<file path="config.mk">
export PLATFORM = sky130hd
export DESIGN_NAME = serial_mag_cmp
export DESIGN_NICKNAME = d
export VERILOG_FILES = /design/src/rtl/serial_mag_cmp.sv
export SDC_FILE = /design/constraint.sdc
export NUM_CORES = 1
export LEC_CHECK = 0
export CAP_MARGIN = 10
export CORE_AREA = 2 2 64 48
export CTS_CLUSTER_SIZE = 14
export DETAILED_ROUTE_END_ITERATION = 8
export DIE_AREA = 0 0 66 50
export PLACE_DENSITY = 0.75
export SLEW_MARGIN = 20
export SYNTH_ARGS = -nofsm -noshare
export SYNTH_HDL_FRONTEND = slang
export SYNTH_SLANG_ARGS = --single-unit
</file>
<file path="constraint.sdc">
create_clock -name clk -period 1.7 [get_ports clk]
set_input_delay 0.34 -clock clk [delete_from_list [all_inputs] [get_ports clk]]
set_output_delay 0.34 -clock clk [all_outputs]
set_load 0.1 [all_outputs]
</file>
<file path="src/rtl/serial_mag_cmp.sv">
// ----------------------------------------------------------------------------
// serial_mag_cmp
//
// Bit-serial, MSB-first magnitude comparator controller. A start in IDLE
// latches two WIDTH-bit operands. One bit pair per cycle then goes out to an
// external 1-bit comparator cell, and the cell's combinational lt/gt/eq flags
// are folded into a registered a<b / a>b / a==b result. A one-cycle done
// pulse marks the moment the result becomes valid.
//
// Build option:
//   SERIAL_MAG_CMP_EARLY_EXIT_EN  defined   -> scan stops at the first
//                                              decisive bit
//                                 undefined -> constant-time scan of all WIDTH
//                                              bits, first decisive bit is
//                                              kept sticky
//
// Ports:
//   clk      in   rising-edge clock
//   rst_n    in   asynchronous active-low reset
//   start    in   compare request, sampled only in IDLE
//   a_in     in   operand A (WIDTH), latched on accepted start
//   b_in     in   operand B (WIDTH), latched on accepted start
//   cmp_a    out  current bit of latched A to the 1-bit cell (0 outside SCAN)
//   cmp_b    out  current bit of latched B to the 1-bit cell (0 outside SCAN)
//   cmp_lt   in   cell flag cmp_a < cmp_b (same-cycle return)
//   cmp_gt   in   cell flag cmp_a > cmp_b
//   cmp_eq   in   cell flag cmp_a == cmp_b
//   busy     out  high while scanning
//   done     out  one-cycle pulse when the result becomes valid
//   a_lt_b   out  registered result
//   a_gt_b   out  registered result
//   a_eq_b   out  registered result
//
// state | meaning
// ------+---------------------------------------------------------------
// IDLE  | waiting for start; result outputs hold the last compare
// SCAN  | one operand bit pair per cycle, MSB first
// DONE  | result valid, done pulse for one cycle
// ----------------------------------------------------------------------------
module serial_mag_cmp #(
    parameter int WIDTH = 8
) (
    input  logic             clk,
    input  logic             rst_n,
    input  logic             start,
    input  logic [WIDTH-1:0] a_in,
    input  logic [WIDTH-1:0] b_in,
    output logic             cmp_a,
    output logic             cmp_b,
    input  logic             cmp_lt,
    input  logic             cmp_gt,
    input  logic             cmp_eq,
    output logic             busy,
    output logic             done,
    output logic             a_lt_b,
    output logic             a_gt_b,
    output logic             a_eq_b
);

    localparam int IDX_W = $clog2(WIDTH);
    localparam logic [IDX_W-1:0] IDX_TOP = IDX_W'(WIDTH - 1);

    // Result encoding {lt, gt, eq}
    localparam logic [2:0] RES_NONE = 3'b000;
    localparam logic [2:0] RES_LT   = 3'b100;
    localparam logic [2:0] RES_GT   = 3'b010;
    localparam logic [2:0] RES_EQ   = 3'b001;

    typedef enum logic [1:0] {
        IDLE = 2'd0,
        SCAN = 2'd1,
        DONE = 2'd2
    } state_t;

    state_t           state;
    state_t           state_nxt;

    logic [WIDTH-1:0] a_reg;
    logic [WIDTH-1:0] b_reg;
    logic [IDX_W-1:0] idx;
    logic [2:0]       res;
    logic [2:0]       res_final;

    logic             accept;
    logic             last_bit;
    logic             decisive;
    logic             bit_eq;
    logic [2:0]       bit_res;
    logic             scan_exit;

`ifndef SERIAL_MAG_CMP_EARLY_EXIT_EN
    // First decisive bit seen during a constant-time scan. Kept apart from
    // the output register so the outputs change only at the final edge.
    logic [2:0]       sticky;
`endif

    // ------------------------------------------------------------------
    // Cell flag resolution: gt wins over lt; no flag at all counts as an
    // equal bit, so bit_eq is also set when the cell reports nothing.
    // ------------------------------------------------------------------
    always_comb begin
        bit_res = RES_NONE;
        if (cmp_gt) begin
            bit_res = RES_GT;
        end else if (cmp_lt) begin
            bit_res = RES_LT;
        end
    end

    assign decisive = cmp_gt | cmp_lt;
    assign bit_eq   = cmp_eq | ~decisive;
    assign last_bit = (idx == '0);
    assign accept   = (state == IDLE) && start;

    // ------------------------------------------------------------------
    // State register
    // ------------------------------------------------------------------
    always_ff @(posedge clk or negedge rst_n) begin
        if (!rst_n) begin
            state <= IDLE;
        end else begin
            state <= state_nxt;
        end
    end

    // ------------------------------------------------------------------
    // Next-state logic
    // ------------------------------------------------------------------
    always_comb begin
        state_nxt = state;
        case (state)
            IDLE: begin
                if (start) begin
                    state_nxt = SCAN;
                end
            end
            SCAN: begin
`ifdef SERIAL_MAG_CMP_EARLY_EXIT_EN
                if (decisive || (last_bit && bit_eq)) begin
                    state_nxt = DONE;
                end
`else
                if (last_bit) begin
                    state_nxt = DONE;
                end
`endif
            end
            DONE: begin
                state_nxt = IDLE;
            end
            default: begin
                state_nxt = IDLE;
            end
        endcase
    end

    assign scan_exit = (state == SCAN) && (state_nxt == DONE);

    // ------------------------------------------------------------------
    // Result to register on the deciding edge
    // ------------------------------------------------------------------
    always_comb begin
        res_final = RES_EQ;
`ifdef SERIAL_MAG_CMP_EARLY_EXIT_EN
        if (decisive) begin
            res_final = bit_res;
        end
`else
        if (sticky != RES_NONE) begin
            res_final = sticky;
        end else if (decisive) begin
            res_final = bit_res;
        end
`endif
    end

    // ------------------------------------------------------------------
    // Datapath registers
    // ------------------------------------------------------------------
    always_ff @(posedge clk or negedge rst_n) begin
        if (!rst_n) begin
            a_reg <= '0;
            b_reg <= '0;
        end else if (accept) begin
            a_reg <= a_in;
            b_reg <= b_in;
        end
    end

    // idx stops at zero; SCAN always leaves from idx==0 at the latest.
    always_ff @(posedge clk or negedge rst_n) begin
        if (!rst_n) begin
            idx <= '0;
        end else if (accept) begin
            idx <= IDX_TOP;
        end else if ((state == SCAN) && !last_bit) begin
            idx <= idx - 1'b1;
        end
    end

`ifndef SERIAL_MAG_CMP_EARLY_EXIT_EN
    always_ff @(posedge clk or negedge rst_n) begin
        if (!rst_n) begin
            sticky <= RES_NONE;
        end else if (accept) begin
            sticky <= RES_NONE;
        end else if ((state == SCAN) && (sticky == RES_NONE) && decisive) begin
            sticky <= bit_res;
        end
    end
`endif

    always_ff @(posedge clk or negedge rst_n) begin
        if (!rst_n) begin
            res <= RES_NONE;
        end else if (accept) begin
            res <= RES_NONE;
        end else if (scan_exit) begin
            res <= res_final;
        end
    end

    // ------------------------------------------------------------------
    // Outputs
    // ------------------------------------------------------------------
    always_comb begin
        busy  = 1'b0;
        done  = 1'b0;
        cmp_a = 1'b0;
        cmp_b = 1'b0;
        case (state)
            SCAN: begin
                busy  = 1'b1;
                cmp_a = a_reg[idx];
                cmp_b = b_reg[idx];
            end
            DONE: begin
                done = 1'b1;
            end
            default: begin
            end
        endcase
    end

    assign a_lt_b = res[2];
    assign a_gt_b = res[1];
    assign a_eq_b = res[0];

endmodule

</file>
== Word level (Yosys, flattened, before mapping) ==
Index checks and enable logic that the tools add are counted.

* Add/sub/neg operators: 1
* $lt $le $gt $ge: 1
* Equal/unequal tests: 3
* Mux-type cells: 21
* Bitwise operators: 1
* Reduce and logical (&&, ||, !) cells: 13

{| class="wikitable"
|+ Operators with widths
! cell !! count
|-
| 3-bit two-way mux || 10
|-
| 1-bit binary-select mux with 3-bit select || 2
|-
| 3-bit zero test || 2
|-
| 1-bit two-way mux || 6
|-
| 2-bit nonzero test || 3
|-
| 1-bit logical AND || 5
|-
| 2-bit == test, second input constant || 2
|-
| 3-bit by 4-bit less-than comparator with 1-bit output, second input constant || 1
|-
| 2-bit two-way mux || 2
|-
| 2-bit one-hot mux with 2 select lines || 1
|-
| 3-bit nonzero test || 1
|-
| 3-bit by 1-bit subtractor with 3-bit output, second input constant || 1
|-
| 2-bit by 1-bit == test with 1-bit output, second input constant || 1
|-
| 2-bit zero test || 1
|-
| 1-bit zero test || 1
|-
| 1-bit OR || 1
|}

* Bits in registers: 27
* Input bits: 22
* Output and inout port bits: 7
* Logic and storage cells: 46

== Logic depth before layout (Yosys ltp) ==
Gate-level depths: netlist of run 1.

* Depth after elaboration: 7
* Mapped depth: 7
* Depth with buffers taken out: 5

== Least setup slack after synthesis of run 1 ==
OpenSTA, ideal clock, no wires.

* Path kind: register to output
* From: reg idx[1]
* To: out cmp_a
* Data arrival time: 2.332 ns
* Required time: 1.360 ns
* Path slack: -0.972 ns
* Cell stages (with the launch flop): 5
* Buffers on the path: 1
* Cell sequence: dfrtp_1 -> buf_6 -> mux4_2 -> nand2_1 -> a21oi_1

* Cells in the longest elaborated chain, start to end: 3

{| class="wikitable"
|+ Ends and longest elaborated chain
! element !! RTL line !! text
|-
| start: declaration || 80 || <nowiki>logic [IDX_W-1:0] idx;</nowiki>
|-
| start signal: assignment || 197 || <nowiki>idx <= idx - 1'b1;</nowiki>
|-
| 1-bit binary-select mux with 3-bit select || 234 || <nowiki>cmp_a = a_reg[idx];</nowiki>
|-
| 1-bit two-way mux (not written as such) || 234 ||
|-
| 1-bit two-way mux || 231 || <nowiki>case (state)</nowiki>
|-
| end: declaration || 48 || <nowiki>output logic cmp_a,</nowiki>
|}

No other way between the ends. The select of a mux whose other input is x is not followed.

== Final worst setup path of run 1 ==
Ends and elaborated chain as after synthesis.

==> flow_summary_export.csv, run 1 <==
group,metric,value,unit
outcome,status,"finished with violations",
outcome,violations,"setup timing",
sta,worst_pin_slew,0.336,ns
logic_synthesis,ys.flop_type,"dfrtp_1",
cts,cts_root_buffer,"clkbuf_8",
sta,relSlewSlack,0.773,
sta,rsz0062_at_grt,"yes",
layout,layout.nets,179,
sta,min_period_over_period,1.14,
logic_synthesis,synth-edff-count,0,
sta,max_freq,0.516,GHz
layout,synthToLayoutAreaGrowth,37.2,%
global_route,grt_max_degree,27,
sta,hold_viol,0,
power,finalPower,3.61,mW
floorplan,die_area,0.00330,sq mm
power,p_leak,0.787,nW
route,viasPerCell,5.02,
sta,min_period,1.94,ns
logic_synthesis,synth.avg_cell_area,9.77,sq um
cts,cts_tree,"yes",
global_route,grt_remaining_overflow,0,
logic_synthesis,synthCells,127,
floorplan,core,0.00268,sq mm
power,internal-power,2.01,mW
power,ir_drop,767,uV
job,maxCapViolations,0,
route,antenna_left,0,
logic_synthesis,syn_nets,151,
logic_synthesis,async_flop_share,1.00,
critical_path,cp_max_fo,6,
logic_synthesis,yosysUniqueCellTypes,25,
power,p_switching,1.60,mW
sta,hold_slack,0.428,ns
logic_synthesis,synth_top_cell_by_area,"dfrtp_1",
logic_synthesis,synth_area,0.00124,sq mm
cts,cts_buffers,3,
layout,design_area,0.00170,sq mm
sta,drv_slew,0,
placement,place_area,0.00161,sq mm
cts,cts_hold_buf,0,
power,p_comb_frac,0.540,
power,power_density,2120,mW/mm^2
route,dr.first_iter.drc_count,56,
logic_synthesis,ys_ff_latch,26,
placement,hpwl,1.84,mm
critical_path,startpoint_type,"flip-flop",
logic_synthesis,yosysSeqAreaShare,0.524,
sta,fin_tns_setup,-0.473,ns
layout,final_cell_count_no_fill,190,
global_route,grt_pass1_wl,4.37,mm
placement,io_buffers,27,
placement,place_ws,-0.0604,ns
critical_path,critPathArrivalTime,1.60,ns
sta,skew,0.000787,ns
route,wl,2.58,mm
layout,diodes,0,
sta,fin_ws,-0.237,ns
logic_synthesis,yosysWarnings,0,
cts,cts.clk_slew.worst_paths,0.09,ns
cts,ctsHtreeMaxLevel,1,
placement,place_congestion,0.763,
cts,clk_latency,0.27,ns
sta,setup_viol,2,
route,vias,954,
cts,post_cts_buffers,0,
global_route,grt_usage,0.181,
layout,final_layout_size_suffix_gt1_frac,0.201,
floorplan,ioPinCount,29,
critical_path,crit_type,"flip-flop to output pin",
critical_path,endpoint_kind,"output pin",
critical_path,required,1.36,ns
route,first_pass_iters,4,
min_path,hold_class,"input port to asynchronous set/reset pin",
global_route,antenna_found_initial,0,
cts,cts.sinks,26,
power,switching_share,0.443,
floorplan,die_h,50,microns
floorplan,start_util,0.463,
layout,final_util,0.635,
logic_synthesis,ys_top_cells_by_area,"dfrtp_1 (52%), nand2_1 (17%), mux4_2 (7.3%), buf_6 (4.5%), ha_1 (2.0%)",
power,p_seq_frac,0.321,
placement,placedCellCount,186,
logic_synthesis,synth_common_cells,"nand2_1 (55), dfrtp_1 (26), buf_6 (5), o21ai_0 (5)",
global_route,grt_pass1_vias,955,
floorplan,rows,16,
power,clkPwrFrac,0.139,
route,drc,0,
route,routedWlPerCell,13.6,microns
floorplan,die_w,66,microns
logic_synthesis,yosysMostFrequentCell,"nand2_1",
critical_path,r2r_cells,5,
logic_synthesis,synth_top_area_frac,0.524,
cts,cts.path.max_buffers,2,
## power groups by stage
stage | combinational (mW) | sequential (mW) | clock [mW]
2_1_floorplan | 1.32 | 1.20 | 0
5_1_grt | 2.08 | 1.20 | 0.539
3_5_place_dp | 1.90 | 1.15 | 0
6_report | 1.95 | 1.16 | 0.502
4_1_cts | 1.95 | 1.15 | 0.508
3_3_place_gp | 1.86 | 1.13 | 0
## cell type report
type | count | area, sq um
fillers | 224 | 980
flip-flops and latches | 26 | 652
multi-input cells | 90 | 553
repair buffers | 31 | 370
well taps | 36 | 45.0
clock buffers | 3 | 41.3
clock inverters | 1 | 30.0
inverters | 3 | 11.3
## metal layers
layer | global-route usage | vias up | wire length (microns)
met2 | 0.296 | 17 | 1320
met4 | 0.0510 | 0 | 27
met3 | 0.0548 | 4 | 95
met5 | 0 | - | 0
li1 | - | 471 | -
met1 | 0.233 | 462 | 1140
## final timing paths
check | start | end | slack [ns]
setup / recovery | idx[1] | cmp_a | -0.24
hold / removal | rst_n | res[0] | 0.43
setup reg to reg | idx[0] | res[0] | 0.14
hold reg to reg | b_reg[2] | b_reg[2] | 0.48
max in group asynchronous | rst_n | idx[1] | 1.01
min in group clk | b_reg[2] | b_reg[2] | 0.48
## critical path, stage by stage, from the launching register on
cell and delay [ns]:
dfrtp_2 0.47, mux4_2 0.53, nand2_2 0.10, a21oi_4 0.07, buf_12 0.16
## cells in the final DEF, fill, tap and decap left out, types with 3 or more instances in the layout
cell type | synthesis | routed
nand2_1 | 55 | 51
dfrtp_1 | 26 | 25
clkdlybuf4s50_1 | 0 | 20
buf_12 | 0 | 7
o21ai_0 | 5 | 5
mux4_2 | 4 | 4
nand2_2 | 0 | 4
buf_4 | 1 | 4
nor2_1 | 3 | 3
clkbuf_8 | 0 | 3
## cell families (layout without fill, tap and decap cells)
group,after synthesis,after routing,synth area share
simple gates,70,70,0.248
buf+inv,11,38,0.0685
flops,26,26,0.524
fa+ha+maj,2,2,0.0202
compound gates,13,13,0.0585
mux,5,5,0.0806
## repair_timing
item | CTS | global route
pin swaps | 4 | 1
setup endpoints to repair | 3 | 3
gates resized for setup | 6 | 1
Power figures use the tool's default switching activity.
==> inputs of run 2 (changes only) <==
- CORE_AREA: 2 2 64 48 -> 2 2 80 59
- DIE_AREA: 0 0 66 50 -> 0 0 82 61
- PLACE_DENSITY: 0.75 -> unset
==> run 2 against run 1 <==
The run still ends with setup timing left. Global-route usage is 6.5 points lower. Total power is essentially flat. Worst hold slack better by 0.00065 ns. Cell area increased by 1.5%. Via count shrank 4.0%. Core utilization shrank 22 points. Sequential share of layout area is 0.58 points lower. Largest power group unchanged.
==> flow_summary_export.csv, run 2 (same netlist as run 1, synthesis figures left out) <==
group,metric,value,unit
floorplan,core,0.00420,sq mm
min_path,hold_class,"input port to asynchronous set/reset pin",
critical_path,crit_type,"flip-flop to output pin",
critical_path,endpoint_kind,"output pin",
critical_path,slowest_delay,0.53,ns
sta,setup_viol,2,
outcome,violations,"setup timing",
global_route,grt_pass1_vias,910,
layout,final_util,0.411,
layout,synthToLayoutAreaGrowth,39.3,%
layout,design_area,0.00173,sq mm
critical_path,cp_max_fo,6,
floorplan,die_area,0.00500,sq mm
layout,final_cell_count_no_fill,210,
cts,clk_latency,0.27,ns
placement,place_ws,-0.0999,ns
route,antenna_left,0,
critical_path,path_cells,"mux4_2, nand2_2, a21oi_4, buf_12",
route,routedWlPerCell,11.9,microns
outcome,status,"finished with violations",
sta,drv_slew,0,
sta,min_period,1.95,ns
power,p_leak,0.787,nW
critical_path,required,1.36,ns
power,ir_drop,1230,uV
floorplan,ioPinCount,29,
sta,fin_ws,-0.249,ns
sta,max_freq,0.513,GHz
sta,worst_pin_slew,0.333,ns
cts,cts_tree,"yes",
layout,diodes,0,
route,dr.first_iter.drc_count,50,
power,power_density,2090,mW/mm^2
global_route,grt_max_degree,27,
power,finalPower,3.61,mW
cts,cts.clk_slew.worst_paths,0.09,ns
placement,placedCellCount,206,
floorplan,start_util,0.295,
cts,cts_buffers,3,
sta,relSlewSlack,0.778,
critical_path,cpMaxStageDelayCell,"mux4_2",
global_route,grt_remaining_overflow,0,
route,drc,0,
floorplan,die_h,61,microns
route,first_pass_iters,4,
critical_path,r2r_setup_slack,0.15,ns
critical_path,critPathArrivalTime,1.61,ns
layout,layout.nets,180,
sta,hold_viol,0,
placement,place_congestion,0.768,
cts,cts.path.max_buffers,2,
sta,min_period_over_period,1.15,
route,vias,916,
route,wl,2.50,mm
placement,place_area,0.00164,sq mm
floorplan,rows,20,
layout,fill_cells,416,
layout,final_common_cell,"nand2_1",
cts,cts.sinks,26,
sta,rsz0062_at_grt,"yes",
cts,ctsHtreeMaxLevel,1,
placement,io_buffers,27,
global_route,grt_usage,0.116,
critical_path,startpoint_type,"flip-flop",
cts,cts_hold_buf,0,
sta,skew,0.00873,ns
cts,cts_root_buffer,"clkbuf_8",
job,maxCapViolations,0,
global_route,grt_pass1_wl,4.24,mm
global_route,antenna_found_initial,0,
route,viasPerCell,4.36,
placement,hpwl,1.93,mm
layout,final_cell_mix,"nand2_1 (51), dfrtp_1 (25), clkdlybuf4s50_1 (20), buf_12 (7)",
layout,final_layout_size_suffix_gt1_frac,0.213,
floorplan,die_w,82,microns
[run 2: final timing paths]
check | from | cells past startpoint | endpoint
max | idx[1] | 4 | cmp_b
min | rst_n | 2 | b_reg[0]
max reg2reg | idx[0] | 5 | res[0]
min reg2reg | a_reg[1] | 2 | a_reg[1]
max in group asynchronous | rst_n | 2 | idx[1]
min in group clk | a_reg[1] | 2 | a_reg[1]
[run 2: stage by stage]
stage / TNS [ns] / hold WS, ns
final: -0.494 / 0.428
after global routing: -0.656 / 0.465
after CTS: -0.536 / 0.427
after detailed placement: -0.194 / 0.462
after global placement: -0.156 / 0.459
after floorplan: -0.187 / 0.0444
[run 2: what timing repair did]
item,4_1_cts,5_1_grt
setup endpoints to repair,3,4
cloned,0,0
buffers inserted,0,0
pin swaps,5,0
resized for setup,6,1
[run 2: final cells by class]
class / count / area (sq um) / share of cell area
sequential: 26 / 652 / 0.377
multi-input combinational: 90 / 548 / 0.317
timing repair buffer: 32 / 378 / 0.219
tap: 55 / 68.8 / 0.0398
clock buffer: 3 / 41.3 / 0.0239
clock inverter: 1 / 30.0 / 0.0174
inverter: 3 / 11.3 / 0.00651
[run 2: power by group]
| group | internal (mW) | total, mW | switching [mW] |
|---|---|---|---|
| Combinational | 0.812 | 1.96 | 1.15 |
| Sequential | 0.901 | 1.14 | 0.242 |
| Clock | 0.315 | 0.505 | 0.190 |
| Total | 2.03 | 3.61 | 1.58 |
[run 2: per-layer routing]
| layer | routed length, microns | global-route usage | up-vias | part of all wire |
|---|---|---|---|---|
| li1 | - | - | 471 | - |
| met1 | 1220 | 0.158 | 427 | 0.49 |
| met2 | 1170 | 0.185 | 16 | 0.47 |
| met3 | 78 | 0.0268 | 2 | 0.031 |
| met4 | 29 | 0.0357 | 0 | 0.012 |
| met5 | 0 | 0 | - | 0 |
[run 2: worst max-delay path, delay by kind of cell (launching register included)]
kind / cells / cell delay [ns]
AOI/OAI and AO/OA: 1 / 0.06
buffers and inverters: 1 / 0.16
DFF: 1 / 0.47
muxes: 1 / 0.53
and+or+nand+nor: 1 / 0.10
==> inputs of run 3 (changes only) <==
--- a/config.mk
+++ b/config.mk
@@ -12,2 +12,3 @@
 export DIE_AREA = 0 0 82 61
+export PLACE_DENSITY_LB_ADDON = 0.2
 export SLEW_MARGIN = 20
--- a/constraint.sdc
+++ b/constraint.sdc
@@ -3,2 +3,2 @@
 set_output_delay 0.34 -clock clk [all_outputs]
-set_load 0.1 [all_outputs]
+set_load 0.05 [all_outputs]
==> run 3 against run 2 <==
The flow still finishes with violations (setup timing). Die area is the same. Total power shrank 21%. Global-route usage shrank 0.15 points. Combinational power shrank 29%. Clock skew shrank 0.0078 ns. Sequential share of layout area grew 2.8 points. Routed wire length shrank 4.0%. Critical endpoint is now cmp_a.
==> flow_summary_export.csv, run 3 (same netlist as run 1, synthesis figures left out) <==
group,metric,value,unit
outcome,status,"finished with violations",
outcome,violations,"setup timing",
critical_path,crit_buf_inv,1,
placement,place_congestion,0.730,
critical_path,endpoint_kind,"output pin",
sta,hold_viol,0,
floorplan,die_h,61,microns
floorplan,die_w,82,microns
route,first_pass_iters,4,
placement,place_ws,-0.0545,ns
global_route,grt_max_degree,27,
route,wl_met3,125,microns
route,highest_layer,"met4",
route,drc,0,
layout,multi_input_area,531,sq um
global_route,antenna_found_initial,0,
cts,cts.sinks,26,
floorplan,rows,20,
global_route,grt_remaining_overflow,0,
critical_path,cp_num_cells,4,
critical_path,crit_type,"flip-flop to output pin",
sta,min_period_over_period,1.11,
layout,diodes,0,
critical_path,rr_endpoint,"res[0]",
critical_path,r2r_cells,5,
placement,hpwl,1.74,mm
cts,clk_latency,0.26,ns
sta,rsz0062_at_grt,"yes",
sta,hold_slack,0.440,ns
placement,io_buffers,27,
route,routedWlPerCell,11.6,microns
global_route,grt_pass1_vias,926,
cts,cts_tree,"yes",
placement,placedCellCount,204,
layout,final_common_cell,"nand2_1",
layout,synthToLayoutAreaGrowth,29.8,%
cts,cts.clk_slew.worst_paths,0.08,ns
cts,ctsHtreeMaxLevel,1,
global_route,grt_pass1_wl,4.28,mm
critical_path,r2r_setup_slack,0.18,ns
sta,worst_pin_slew,0.334,ns
cts,cts_root_buffer,"clkbuf_8",
floorplan,ioPinCount,29,
route,met1_length,1.21,mm
critical_path,required,1.36,ns
power,power_density,1770,mW/mm^2
sta,fin_tns_setup,-0.372,ns
job,maxCapViolations,0,
critical_path,startpoint_type,"flip-flop",
sta,max_freq,0.530,GHz
critical_path,cp_max_fo,6,
floorplan,core,0.00420,sq mm
route,antenna_left,0,
global_route,grt_usage,0.114,
critical_path,r2r_start,"idx[0]",
critical_path,path_cells,"mux4_2, nand2_2, a21oi_2, buf_6",
power,ir_drop,470,uV
cts,cts.path.max_buffers,2,
critical_path,cpMaxStageDelayCell,"mux4_2",
route,wl_met2,1.05,mm
layout,seqCellArea,652,sq um
min_path,hold_class,"input port to asynchronous set/reset pin",
route,vias,907,
sta,drv_slew,0,
layout,final_layout_size_suffix_gt1_frac,0.184,
layout,final_cell_count_no_fill,207,
critical_path,slowest_delay,0.53,ns
sta,skew,0.000960,ns
critical_path,critPathArrivalTime,1.55,ns
route,dr.first_iter.drc_count,55,
sta,relSlewSlack,0.777,
floorplan,start_util,0.295,
layout,fill_cells,415,
sta,fin_ws,-0.188,ns
cts,post_cts_buffers,0,
critical_path,critPathTopFamily,"multiplexers",
layout,final_cell_mix,"nand2_1 (51), dfrtp_1 (25), clkdlybuf4s50_1 (20), buf_4 (6), o21ai_0 (5)",
power,p_leak,0.750,nW
sta,min_period,1.89,ns
cts,cts_buffers,3,
floorplan,die_area,0.00500,sq mm
sta,setup_viol,2,
route,wl,2.40,mm
layout,layout.nets,178,
route,viasPerCell,4.38,
[run 3: how the worst max path moves through the flow]
stage	slack, ns	to	startpoint
finish	-0.19	cmp_a	idx[1]
global route	-0.28	cmp_b	idx[1]
CTS	-0.22	cmp_a	idx[1]
detailed placement	-0.05	cmp_a	idx[1]
global placement	-0.06	cmp_a	idx[1]
floorplan	0.01	cmp_a	idx[1]
[run 3: area by class of cell]
class,instances,share of cell area
Multi-Input combinational cell,90,0.329
Tap cell,55,0.0427
Inverter,3,0.00699
Clock buffer,3,0.0256
Sequential cell,26,0.405
Timing Repair Buffer,30,0.191
[run 3: metrics by stage]
step / power [mW] / area (sq um) / util
floorplan: 2.16 / 1250 / -
global placement: 2.45 / 1550 / 0.368
detailed placement: 2.48 / 1550 / 0.368
CTS: 2.89 / 1610 / 0.382
global route: 3.10 / 1610 / 0.383
finish: 2.86 / 1610 / 0.383
[run 3: metal layers]
metal / GRT usage / vias to the layer above
li1: - / 469
met1: 0.153 / 415
met2: 0.180 / 21
met3: 0.0342 / 2
met4: 0.0357 / 0
met5: 0 / -
[run 3: what timing repair did]
item                       in CTS  in global routing
resized for setup               6                  2
hold buffers                    0                  0
pin swaps                       5                  0
setup endpoints to repair       2                  3
[run 3: worst register-to-register path, cell delays in order (launching register included)]
cell      delay [ns]
dfrtp_1         0.45
inv_1           0.17
ha_1            0.22
and4bb_1        0.32
mux2i_1         0.21
nor2_1          0.05
[run 3: power breakdown]
part | switching, mW | internal, mW
registers | 0.231 | 0.901
clock network | 0.176 | 0.158
logic | 0.772 | 0.621
